### src/rtl/mem_arbiter_pkg.sv
// -----------------------------------------------------------------------------
// mem_arbiter_pkg
// Purpose : shared constants for the memory arbiter slice: default requester
//           count, address/data widths, top of the memory map, FSM state
//           encoding and a helper for sizing requester index fields.
// Contents: NREQ, AW, DW, MEM_TOP, ST_IDLE, ST_ACCESS, idx_width()
// -----------------------------------------------------------------------------
package mem_arbiter_pkg;

    // Defaults used by the top-level parameters.
    localparam int          NREQ    = 3;
    localparam int          AW      = 16;
    localparam int          DW      = 16;
    localparam logic [15:0] MEM_TOP = 16'h07FF;

    // FSM state encoding. Kept as plain constants so that older tools and
    // netlist viewers see a simple one-bit register.
    localparam logic [0:0] ST_IDLE   = 1'b0;
    localparam logic [0:0] ST_ACCESS = 1'b1;

    // Width of a field that holds a requester index. A single requester
    // still needs a one-bit field so that vectors never collapse to zero width.
    function automatic int idx_width(input int n);
        return (n > 1) ? $clog2(n) : 1;
    endfunction

endpackage : mem_arbiter_pkg

### src/rtl/mem_arbiter_rr_pick.sv
// -----------------------------------------------------------------------------
// rr_pick
// Purpose : round-robin winner selection. Scans the request vector starting
//           one position after the previous owner, wrapping modulo NREQ, and
//           returns the first requester found.
// Ports   : req_i        - request vector, one bit per requester
//           last_owner_i - index of the requester that owned the port last
//           winner_o     - one-hot winner (all zero when nothing requested)
//           valid_o      - at least one request present
// -----------------------------------------------------------------------------
module rr_pick #(
    parameter int NREQ = 3,
    parameter int IW   = 2
) (
    input  logic [NREQ-1:0] req_i,
    input  logic [IW-1:0]   last_owner_i,
    output logic [NREQ-1:0] winner_o,
    output logic            valid_o
);
    import mem_arbiter_pkg::*;

    // Scan position for each of the NREQ candidates, in priority order.
    // scan_idx[0] is the requester right after the last owner.
    logic [IW-1:0] scan_idx [NREQ];

    genvar gi;
    generate
        for (gi = 0; gi < NREQ; gi++) begin : g_scan
            if (gi == 0) begin : g_first
                assign scan_idx[gi] = (last_owner_i == IW'(NREQ - 1)) ? '0
                                    : last_owner_i + IW'(1);
            end else begin : g_next
                assign scan_idx[gi] = (scan_idx[gi-1] == IW'(NREQ - 1)) ? '0
                                    : scan_idx[gi-1] + IW'(1);
            end
        end
    endgenerate

    always_comb begin
        logic found;
        winner_o = '0;
        found    = 1'b0;
        for (int k = 0; k < NREQ; k++) begin
            if (!found && req_i[scan_idx[k]]) begin
                winner_o[scan_idx[k]] = 1'b1;
                found                 = 1'b1;
            end
        end
    end

    assign valid_o = |req_i;

endmodule : rr_pick

### src/rtl/mem_arbiter.sv
// -----------------------------------------------------------------------------
// mem_arbiter
// Purpose : shares one single-port memory between NREQ requesters. An idle
//           cycle arbitrates round-robin; the winner then owns the port for
//           one access per cycle, extended cycle by cycle while it holds both
//           lock and req. Every ownership ends with a dead IDLE cycle so a
//           requester can drop req after seeing its grant.
//           Words are DW bits wide at byte addresses; a word occupies addr and
//           addr+1, so the last legal word address is MEM_TOP-1.
// Ports   : clock        - sole clock, rising edge
//           nrst         - synchronous active-low reset
//           req/wr/lock  - per-requester request, write select, burst hold
//           addr/wdata   - packed per-requester address / write data
//           gnt          - registered one-hot grant (high during the access)
//           done/err     - one-cycle pulses the cycle after each access
//           rdata        - registered read data, shared, holds between pulses
//           mem_address/mem_wr_en/mem_data_in/mem_data_out - memory port,
//                          memory read is combinational
// -----------------------------------------------------------------------------
module mem_arbiter #(
    parameter int              NREQ    = mem_arbiter_pkg::NREQ,
    parameter int              AW      = mem_arbiter_pkg::AW,
    parameter int              DW      = mem_arbiter_pkg::DW,
    parameter logic [AW-1:0]   MEM_TOP = mem_arbiter_pkg::MEM_TOP
) (
    input  logic                 clock,
    input  logic                 nrst,
    input  logic [NREQ-1:0]      req,
    input  logic [NREQ-1:0]      wr,
    input  logic [NREQ-1:0]      lock,
    input  logic [NREQ*AW-1:0]   addr,
    input  logic [NREQ*DW-1:0]   wdata,
    output logic [NREQ-1:0]      gnt,
    output logic [NREQ-1:0]      done,
    output logic [NREQ-1:0]      err,
    output logic [DW-1:0]        rdata,
    output logic [AW-1:0]        mem_address,
    output logic                 mem_wr_en,
    output logic [DW-1:0]        mem_data_in,
    input  logic [DW-1:0]        mem_data_out
);
    import mem_arbiter_pkg::*;

    localparam int            IW        = idx_width(NREQ);
    // Highest address whose second byte (addr+1) is still inside the memory.
    localparam logic [AW-1:0] LAST_WORD = MEM_TOP - AW'(1);

    // ------------------------------------------------------------------
    // Unpack the per-requester buses
    // ------------------------------------------------------------------
    logic [AW-1:0] addr_arr  [NREQ];
    logic [DW-1:0] wdata_arr [NREQ];

    genvar gi;
    generate
        for (gi = 0; gi < NREQ; gi++) begin : g_unpack
            assign addr_arr[gi]  = addr[gi*AW +: AW];
            assign wdata_arr[gi] = wdata[gi*DW +: DW];
        end
    endgenerate

    // ------------------------------------------------------------------
    // State
    // ------------------------------------------------------------------
    logic [0:0]      state_q,      state_d;
    logic [IW-1:0]   owner_q,      owner_d;
    logic [IW-1:0]   last_owner_q, last_owner_d;
    logic [NREQ-1:0] gnt_q,        gnt_d;
    logic [NREQ-1:0] done_q,       done_d;
    logic [NREQ-1:0] err_q,        err_d;
    logic [DW-1:0]   rdata_q,      rdata_d;

    // ------------------------------------------------------------------
    // Arbitration
    // ------------------------------------------------------------------
    logic [NREQ-1:0] win_oh;
    logic            win_valid;
    logic [IW-1:0]   win_idx;

    rr_pick #(
        .NREQ (NREQ),
        .IW   (IW)
    ) u_rr_pick (
        .req_i        (req),
        .last_owner_i (last_owner_q),
        .winner_o     (win_oh),
        .valid_o      (win_valid)
    );

    always_comb begin
        win_idx = '0;
        for (int i = 0; i < NREQ; i++) begin
            if (win_oh[i]) begin
                win_idx = IW'(i);
            end
        end
    end

    // ------------------------------------------------------------------
    // Owner-side datapath
    // ------------------------------------------------------------------
    logic            in_access;
    logic [AW-1:0]   cur_addr;
    logic [DW-1:0]   cur_wdata;
    logic            cur_wr;
    logic            range_err;
    logic            hold_burst;
    logic [NREQ-1:0] owner_oh;

    assign in_access  = (state_q == ST_ACCESS);
    assign cur_addr   = addr_arr[owner_q];
    assign cur_wdata  = wdata_arr[owner_q];
    assign cur_wr     = wr[owner_q];
    assign range_err  = in_access && (cur_addr > LAST_WORD);
    assign hold_burst = lock[owner_q] && req[owner_q];
    assign owner_oh   = NREQ'(1) << owner_q;

    // Memory port. Reset gates the write enable combinationally so an access
    // caught by reset never lands in memory.
    assign mem_address = in_access ? cur_addr  : '0;
    assign mem_data_in = in_access ? cur_wdata : '0;
    assign mem_wr_en   = in_access && cur_wr && !range_err && nrst;

    // ------------------------------------------------------------------
    // Next-state logic
    // ------------------------------------------------------------------
    always_comb begin
        state_d      = state_q;
        owner_d      = owner_q;
        last_owner_d = last_owner_q;
        gnt_d        = gnt_q;
        done_d       = '0;
        err_d        = '0;
        rdata_d      = rdata_q;

        case (state_q)
            ST_IDLE: begin
                if (win_valid) begin
                    state_d = ST_ACCESS;
                    owner_d = win_idx;
                    gnt_d   = win_oh;
                end
            end

            ST_ACCESS: begin
                // Completion of the access performed this cycle. A write
                // also captures the word that was at the address before it.
                done_d  = owner_oh;
                err_d   = range_err ? owner_oh : '0;
                rdata_d = range_err ? '0 : mem_data_out;

                if (!hold_burst) begin
                    state_d      = ST_IDLE;
                    gnt_d        = '0;
                    last_owner_d = owner_q;
                end
            end

            default: begin
                state_d = ST_IDLE;
                gnt_d   = '0;
            end
        endcase
    end

    // ------------------------------------------------------------------
    // Registers
    // ------------------------------------------------------------------
    always_ff @(posedge clock) begin
        if (!nrst) begin
            state_q      <= ST_IDLE;
            owner_q      <= '0;
            // Pointing at the last requester makes requester 0 the first
            // candidate after reset.
            last_owner_q <= IW'(NREQ - 1);
            gnt_q        <= '0;
            done_q       <= '0;
            err_q        <= '0;
            rdata_q      <= '0;
        end else begin
            state_q      <= state_d;
            owner_q      <= owner_d;
            last_owner_q <= last_owner_d;
            gnt_q        <= gnt_d;
            done_q       <= done_d;
            err_q        <= err_d;
            rdata_q      <= rdata_d;
        end
    end

    assign gnt   = gnt_q;
    assign done  = done_q;
    assign err   = err_q;
    assign rdata = rdata_q;

endmodule : mem_arbiter

### config.mk
export PLATFORM = sky130hd
export DESIGN_NAME = mem_arbiter
export DESIGN_NICKNAME = d
export VERILOG_FILES = /design/src/rtl/mem_arbiter_pkg.sv /design/src/rtl/mem_arbiter_rr_pick.sv /design/src/rtl/mem_arbiter.sv
export SDC_FILE = /design/constraint.sdc
export NUM_CORES = 1
export LEC_CHECK = 0
export CORE_ASPECT_RATIO = 0.6
export CORE_MARGIN = 4
export CORE_UTILIZATION = 25
export CTS_CLUSTER_DIAMETER = 200
export CTS_CLUSTER_SIZE = 14
export DETAILED_ROUTE_END_ITERATION = 10
export PLACE_DENSITY = 0.77
export SETUP_SLACK_MARGIN = 0.1
export SLEW_MARGIN = 20
export SYNTH_ARGS = -nofsm -noshare
export SYNTH_HDL_FRONTEND = slang
export SYNTH_SLANG_ARGS = --single-unit
### constraint.sdc
create_clock -name clock -period 2.4 [get_ports clock]
set_clock_uncertainty 0.15 [all_clocks]
set_input_delay 0.48 -clock clock [delete_from_list [all_inputs] [get_ports clock]]
set_output_delay 0.48 -clock clock [all_outputs]
set_load 0.02 [all_outputs]
==> impl_metrics.tcl, run 1 <==
set metrics [dict create \
    outcome "finished, violations left" \
    violations "setup timing" \
    drc 0 \
    fmax_mhz 387 \
    finalNetCount 547 \
    grt_use_total 0.165 \
    viasPerCell 4.73 \
    fin_util 0.545 \
    finalCritPeriodShare 1.08 \
    cts_tree "yes" \
    hold_viol 0 \
    clock_latency_ns 0.27 \
    clk_pin_slew_ns 0.05 \
    critical-path-top-delay-family "simple AND/OR/NAND/NOR gates" \
    ant_nets 0 \
    finalSetupViolations 1 \
    hp-class "flip-flop to flip-flop" \
    start_util 0.267 \
    drive_above_1_share 0.172 \
    wl_um 8340 \
    grt_pass1_wl_um 12700 \
    relSlewSlack 0.546 \
    dp.cells 519 \
    cp_slowest_cell "dfxtp_4" \
    top_layer_used "met4" \
    grt_max_degree 23 \
    rr_startpoint "owner_q[1]" \
    p_leak_nw 1.63 \
    critPathRequiredTime_ns 1.77 \
    antennaDiodeCount 0 \
    met3_length_um 939 \
    cp-start-kind "flip-flop" \
    ys_ff_latch 30 \
    slowest_delay_ns 0.41 \
    final-max-slew-violation-count 0 \
    cpMostUsedCell "buf_6" \
    wl_per_cell_um 15.8 \
    async_flop_share 0 \
    dieArea_um2 9550 \
    vias 2502 \
    gp_congestion 0.826 \
    pwr-share-seq 0.287 \
    cts.htree.levels 2 \
    min_from "rdata[12]" \
    synth.distinct_cells 34 \
    num_io_pins 181 \
    ys_seq_area_frac 0.300 \
    switching_share 0.297 \
    antenna_found_initial 0 \
    synth_edf_count 0 \
    synth_cells 236 \
    fin_ws_ns -0.186 \
    synthFlopType "dfxtp_1" \
    wl_met2_um 3860 \
    dr.pass1.iters 4 \
    p_per_area_nw_per_um2 454 \
    avgSynthCellArea_um2 8.48 \
    arrival_ns 1.96 \
    path_class "flip-flop to output pin" \
    power.switching_w 0.000550 \
    wirelength_met1_um 3480 \
    pwr-share-comb 0.378 \
    numClockSinks 30 \
    syn_nets 359 \
    syn2layout_area_growth_pct 104 \
    critPathCaptureType "output pin" \
    detail_route.iter0.violations 71 \
    root_buffer "clkbuf_16" \
    io_buffers 180 \
    rsz0062_at_grt "yes" \
    core_area_um2 7510 \
    grt_overflow 0 \
    grt_pass1_vias 2584 \
    r2r_setup_slack_ns 0.27 \
    clock_path_buffers 2 \
    final_cells 529 \
    period_minus_slack_ns 2.59 \
    cp_cell_sequence "buf_6 > mux2i_1 > o2bb2ai_1 > nand3_1 > or3_4 > and3_4 > buf_6" \
    path_buf_inv 2 \
    placed_cell_area_um2 3960 \
    p_int_w 0.00131 \
    irDropWorstVdd_v 0.000236 \
    power_frac_clock 0.335 \
    crit_fanout 7 \
    std_cell_rows 24 \
    post-route-cell-area_um2 4090 \
    ys_warn_count 0 \
    totalPowerFinal_w 0.00186 \
    hpwl_um 6750 \
    maxCapViolations 0 \
    syn_area_um2 2000 \
    tightest_slew_ns 0.680 \
    crit_start "owner_q[1]" \
    die_w_um 123 \
    cts_made_buffers 5 \
    fp.dieH_um 77.3 \
]
-- per-stage QoR --
step           worst slack [ns]  hold slack [ns]  TNS [ns]
3_3_place_gp             -0.678            0.298     -7.55
5_1_grt                  -0.284            0.336    -0.333
2_1_floorplan             0.115            0.331         0
4_1_cts                  -0.177            0.320    -0.177
3_5_place_dp             -0.713            0.308     -8.94
6_report                 -0.186            0.315    -0.186
-- Yosys cell counts, drive strengths merged, types with 2 or more instances --
cell,instances,area (um2)
a21boi,3,22.5
a21oi,19,95.1
a32o,16,160
and2,16,100
and3,2,12.5
buf,12,101
clkbuf,8,30.0
dfxtp,30,601
inv,2,7.51
mux2i,35,350
nand2,6,22.5
nand3,3,15.0
nand4,2,12.5
nor2,46,173
nor2b,4,27.5
nor3,3,15.0
nor3b,2,26.3
o21ai,3,15.0
o2bb2ai,15,131
-- power groups by stage --
stage / logic, W / registers (W) / clock network, W
detailed placement: 0.000726 / 0.000541 / 0
global route: 0.000758 / 0.000534 / 0.000654
global placement: 0.000717 / 0.000540 / 0
CTS: 0.000693 / 0.000532 / 0.000636
floorplan: 0.000323 / 0.000548 / 0
finish: 0.000701 / 0.000532 / 0.000622
-- registers in the layout (all words and copies together), names as in the netlist --
register / count
rdata: 16
done: 3
err: 3
gnt: 3
last_owner_q: 2
owner_q: 2
in_access: 1
-- area by class of cell --
class | count | area, um2
timing repair buffer | 201 | 1880
tap | 104 | 130
clock inverter | 2 | 12.5
fill | 691 | 3420
sequential | 30 | 606
inverter | 2 | 7.51
clock buffer | 6 | 139
multi-input combinational | 184 | 1310
-- timing repair --
action                                  4_1_cts  5_1_grt
hold buffers                                  0        0
gates resized for setup                     123       22
pin swaps                                    15        4
cloned                                        0        1
endpoints found under the setup margin       33       31
buffers inserted                              1        0
-- final timing paths --
path | endpoint | depth (start not counted)
min | rdata[12] | 1
min reg2reg | rdata[12] | 1
max | mem_wr_en | 7
max reg2reg | rdata[3] | 7
-- per-layer routing --
| metal | up-vias | global-route usage |
|---|---|---|
| met1 | 1152 | 0.196 |
| met4 | 0 | 0.0320 |
| met5 | - | 0 |
| met3 | 7 | 0.0684 |
| li1 | 1238 | - |
| met2 | 105 | 0.279 |
-- cell usage in the layout (no fill, tap or decap), types with 15 or more instances in the layout --
master,count
a21oi_1,19
nor2_1,45
a32o_1,16
dfxtp_1,28
dlygate4sd2_1,22
buf_2,18
buf_4,15
clkdlybuf4s50_1,128
mux2i_1,34
and2_1,16
-- logic make-up (layout without fill, tap and decap cells) --
| kind of cell | after synthesis | count (layout) | share of synthesized area |
|---|---|---|---|
| multiplexers | 35 | 35 | 0.175 |
| AO/OA/AOI/OAI | 61 | 61 | 0.235 |
| buffers and inverters | 22 | 211 | 0.0694 |
| AND/OR/NAND/NOR | 88 | 88 | 0.221 |
| flip-flops | 30 | 30 | 0.300 |
-- worst reg2reg max path: stages, from the launching register on --
cell and delay, ns:
dfxtp_4 0.41, buf_6 0.18, mux2i_1 0.09, o2bb2ai_1 0.19, nand3_1 0.11, or3_4 0.41, buf_4 0.22, a32o_1 0.27
No activity file was read; power rests on OpenSTA's default activity.
==> inputs of run 2 (changes only) <==
ABC_AREA = 1   (was unset)
CELL_PAD_IN_SITES_DETAIL_PLACEMENT = 1   (was unset)
CELL_PAD_IN_SITES_GLOBAL_PLACEMENT = 1   (was unset)
CORE_UTILIZATION = 21   (was 25)
PLACE_DENSITY = 0.91   (was 0.77)
==> run 2 against run 1 <==
Net effect:
- the flow still finishes with violations (setup timing)
- area after synthesis is 20% higher
- non-clock buffer count grew 22
- critical path type is now primary input to output pin
- final area increased by 26%
- register-to-register slack improved by 0.06 ns
- via count up 44%
- combinational power grew 130%
==> impl_metrics.tcl, run 2 <==
set metrics [dict create \
    outcome "finished, violations left" \
    synth_cells 410 \
    worst-r2r-cell-count 11 \
    holdPathStages 2 \
    gp_congestion 0.864 \
    synth_common_cells "131 x nand2_1, 64 x nand3_1, 47 x inv_1, 43 x nor2_1, 30 x dfxtp_1" \
    critPathRequiredTime_ns 1.77 \
    placed_cell_area_um2 4500 \
    synth_edf_count 0 \
    fmax_mhz 398 \
    ys_top_cells_by_area "dfxtp_1 25%, nand2_1 21%, nand3_1 13%" \
    wl_per_cell_um 18.1 \
    arrival_ns 1.88 \
    largest_register_ffs 16 \
    core_area_um2 10800 \
    hp-class "flip-flop to flip-flop" \
    antennaDiodeCount 0 \
    avgSynthCellArea_um2 5.85 \
    met3_usage 0.0496 \
    path_class "primary input to output pin" \
    numClockSinks 30 \
    die_w_um 146 \
    io_buffers 180 \
    synth_most_common_cell "nand2_1" \
    rr_startpoint "owner_q[0]" \
    rsz0062_at_grt "yes" \
    cts_tree "yes" \
    ys_warn_count 0 \
    antenna_found_initial 0 \
    hpwl_um 10100 \
    drive_above_1_share 0.294 \
    final-max-slew-violation-count 0 \
    final_cell_mix "140 x clkdlybuf4s50_1, 102 x nand2_1, 39 x nor2_1, 35 x nand3_1, 35 x inv_1" \
    drc 0 \
    grt_pass1_wl_um 19500 \
    detail_route.iter0.violations 102 \
    fin_util 0.476 \
    dp.cells 738 \
    layout_commonest_cell "clkdlybuf4s50_1" \
    cts.htree.levels 2 \
    clk_pin_slew_ns 0.05 \
    syn2layout_area_growth_pct 115 \
    grt_pass1_vias 3675 \
    yosys.area.top_type "dfxtp_1" \
    vias 3613 \
    syn_nets 533 \
    cp-start-kind "primary input" \
    num_io_pins 181 \
    wl_um 13700 \
    dieArea_um2 13200 \
    cp_slowest_cell "clkdlybuf4s50_1" \
    finalCritPeriodShare 1.05 \
    syn_area_um2 2400 \
    use_met1 0.222 \
    min_from "last_owner_q[0]" \
    irDropWorstVdd_v 0.000351 \
    r2r-end "rdata[6]" \
    top_usage_layer "met2" \
    cts_hold_buf 0 \
    viasPerCell 4.77 \
    grtUsageMet2 0.313 \
    dr.pass1.iters 4 \
    cts_made_buffers 5 \
    p_per_area_nw_per_um2 544 \
    finalNetCount 740 \
    p_leak_nw 2.46 \
    synth_top_area_share 0.251 \
    synth.distinct_cells 27 \
    tightest_slew_ns 0.361 \
    grt_overflow 0 \
    post-route-cell-area_um2 5160 \
    fin_hold_ws_ns 0.338 \
    synthFlopType "dfxtp_1" \
    critPathCaptureType "output pin" \
    clock_latency_ns 0.27 \
    relSlewSlack 0.759 \
    crit_fanout 3 \
    slowest_delay_ns 0.46 \
    r2r_setup_slack_ns 0.33 \
    ys_seq_area_frac 0.251 \
    final_cells 757 \
    hold_end "last_owner_q[0]" \
    ys_ff_latch 30 \
    hold_viol 0 \
    finalSetupViolations 3 \
    grt_max_degree 29 \
    maxCapViolations 0 \
    clock_path_buffers 2 \
    cp_cell_sequence "clkdlybuf4s50_1 > inv_1 > nor2_4 > nor2_1 > nor2_1 > nand2_2 > nor2_4 > nand3_4 > nand2_4 > nor2_2 > buf_6" \
    grt_use_total 0.178 \
    ant_nets 0 \
    start_util 0.221 \
    fin_ws_ns -0.115 \
    violations "setup timing" \
    period_minus_slack_ns 2.51 \
    fp.dieH_um 90.8 \
    async_flop_share 0 \
    root_buffer "clkbuf_16" \
    std_cell_rows 29 \
]
[run 2: metrics by stage]
step | total power [W] | setup WS [ns] | TNS (ns)
after global routing | 0.00297 | -0.167 | -1.03
after global placement | 0.00188 | -0.482 | -5.00
after floorplan | 0.00127 | 0.130 | 0
after detailed placement | 0.00194 | -0.545 | -6.52
final | 0.00281 | -0.115 | -0.125
after CTS | 0.00259 | -0.107 | -0.107
[run 2: how the worst max path moves through the flow]
stage,to,depth (start not counted),from
after floorplan,mem_wr_en,11,owner_q[1]
after global placement,mem_wr_en,11,addr[40]
after detailed placement,mem_wr_en,8,nrst
after CTS,mem_wr_en,11,addr[42]
after global routing,mem_wr_en,11,owner_q[0]
final,mem_wr_en,11,addr[10]
[run 2: power breakdown]
part | total, W | internal [W] | switching (W)
Clock | 0.000622 | 0.000410 | 0.000212
Sequential | 0.000594 | 0.000552 | 0.0000423
Combinational | 0.00159 | 0.000742 | 0.000851
[run 2: logic make-up after synthesis]
family,count (synthesis),share of synthesized area
flip-flops,30,0.251
AO/OA/AOI/OAI,52,0.133
buffers and inverters,73,0.143
AND/OR/NAND/NOR,255,0.474
[run 2: per-layer routing]
metal | part of all wire | vias up | wire [um]
met2 | 0.49 | 149 | 6740
met1 | 0.43 | 1726 | 5840
met5 | 0 | - | 0
met4 | 0.018 | 0 | 248
met3 | 0.064 | 23 | 873
li1 | - | 1715 | -
[run 2: worst max-delay path: cells and delay by family]
family / cells / cell delay, ns
simple gates: 8 / 0.76
buf+inv: 3 / 0.65
[run 2: final cells by class]
class / instances / area (um2)
clock buffer: 7 / 143
clock inverter: 1 / 5.00
inverter: 50 / 195
tap: 139 / 174
sequential: 30 / 609
fill: 1348 / 5680
timing repair buffer: 223 / 2250
multi-input combinational: 307 / 1780
[run 2: repair_timing]
item | 4_1_cts | 5_1_grt
setup endpoints to repair | 33 | 26
pin swaps | 3 | 32
buffers inserted | 3 | 6
resized for setup | 133 | 132
cloned | 1 | 2
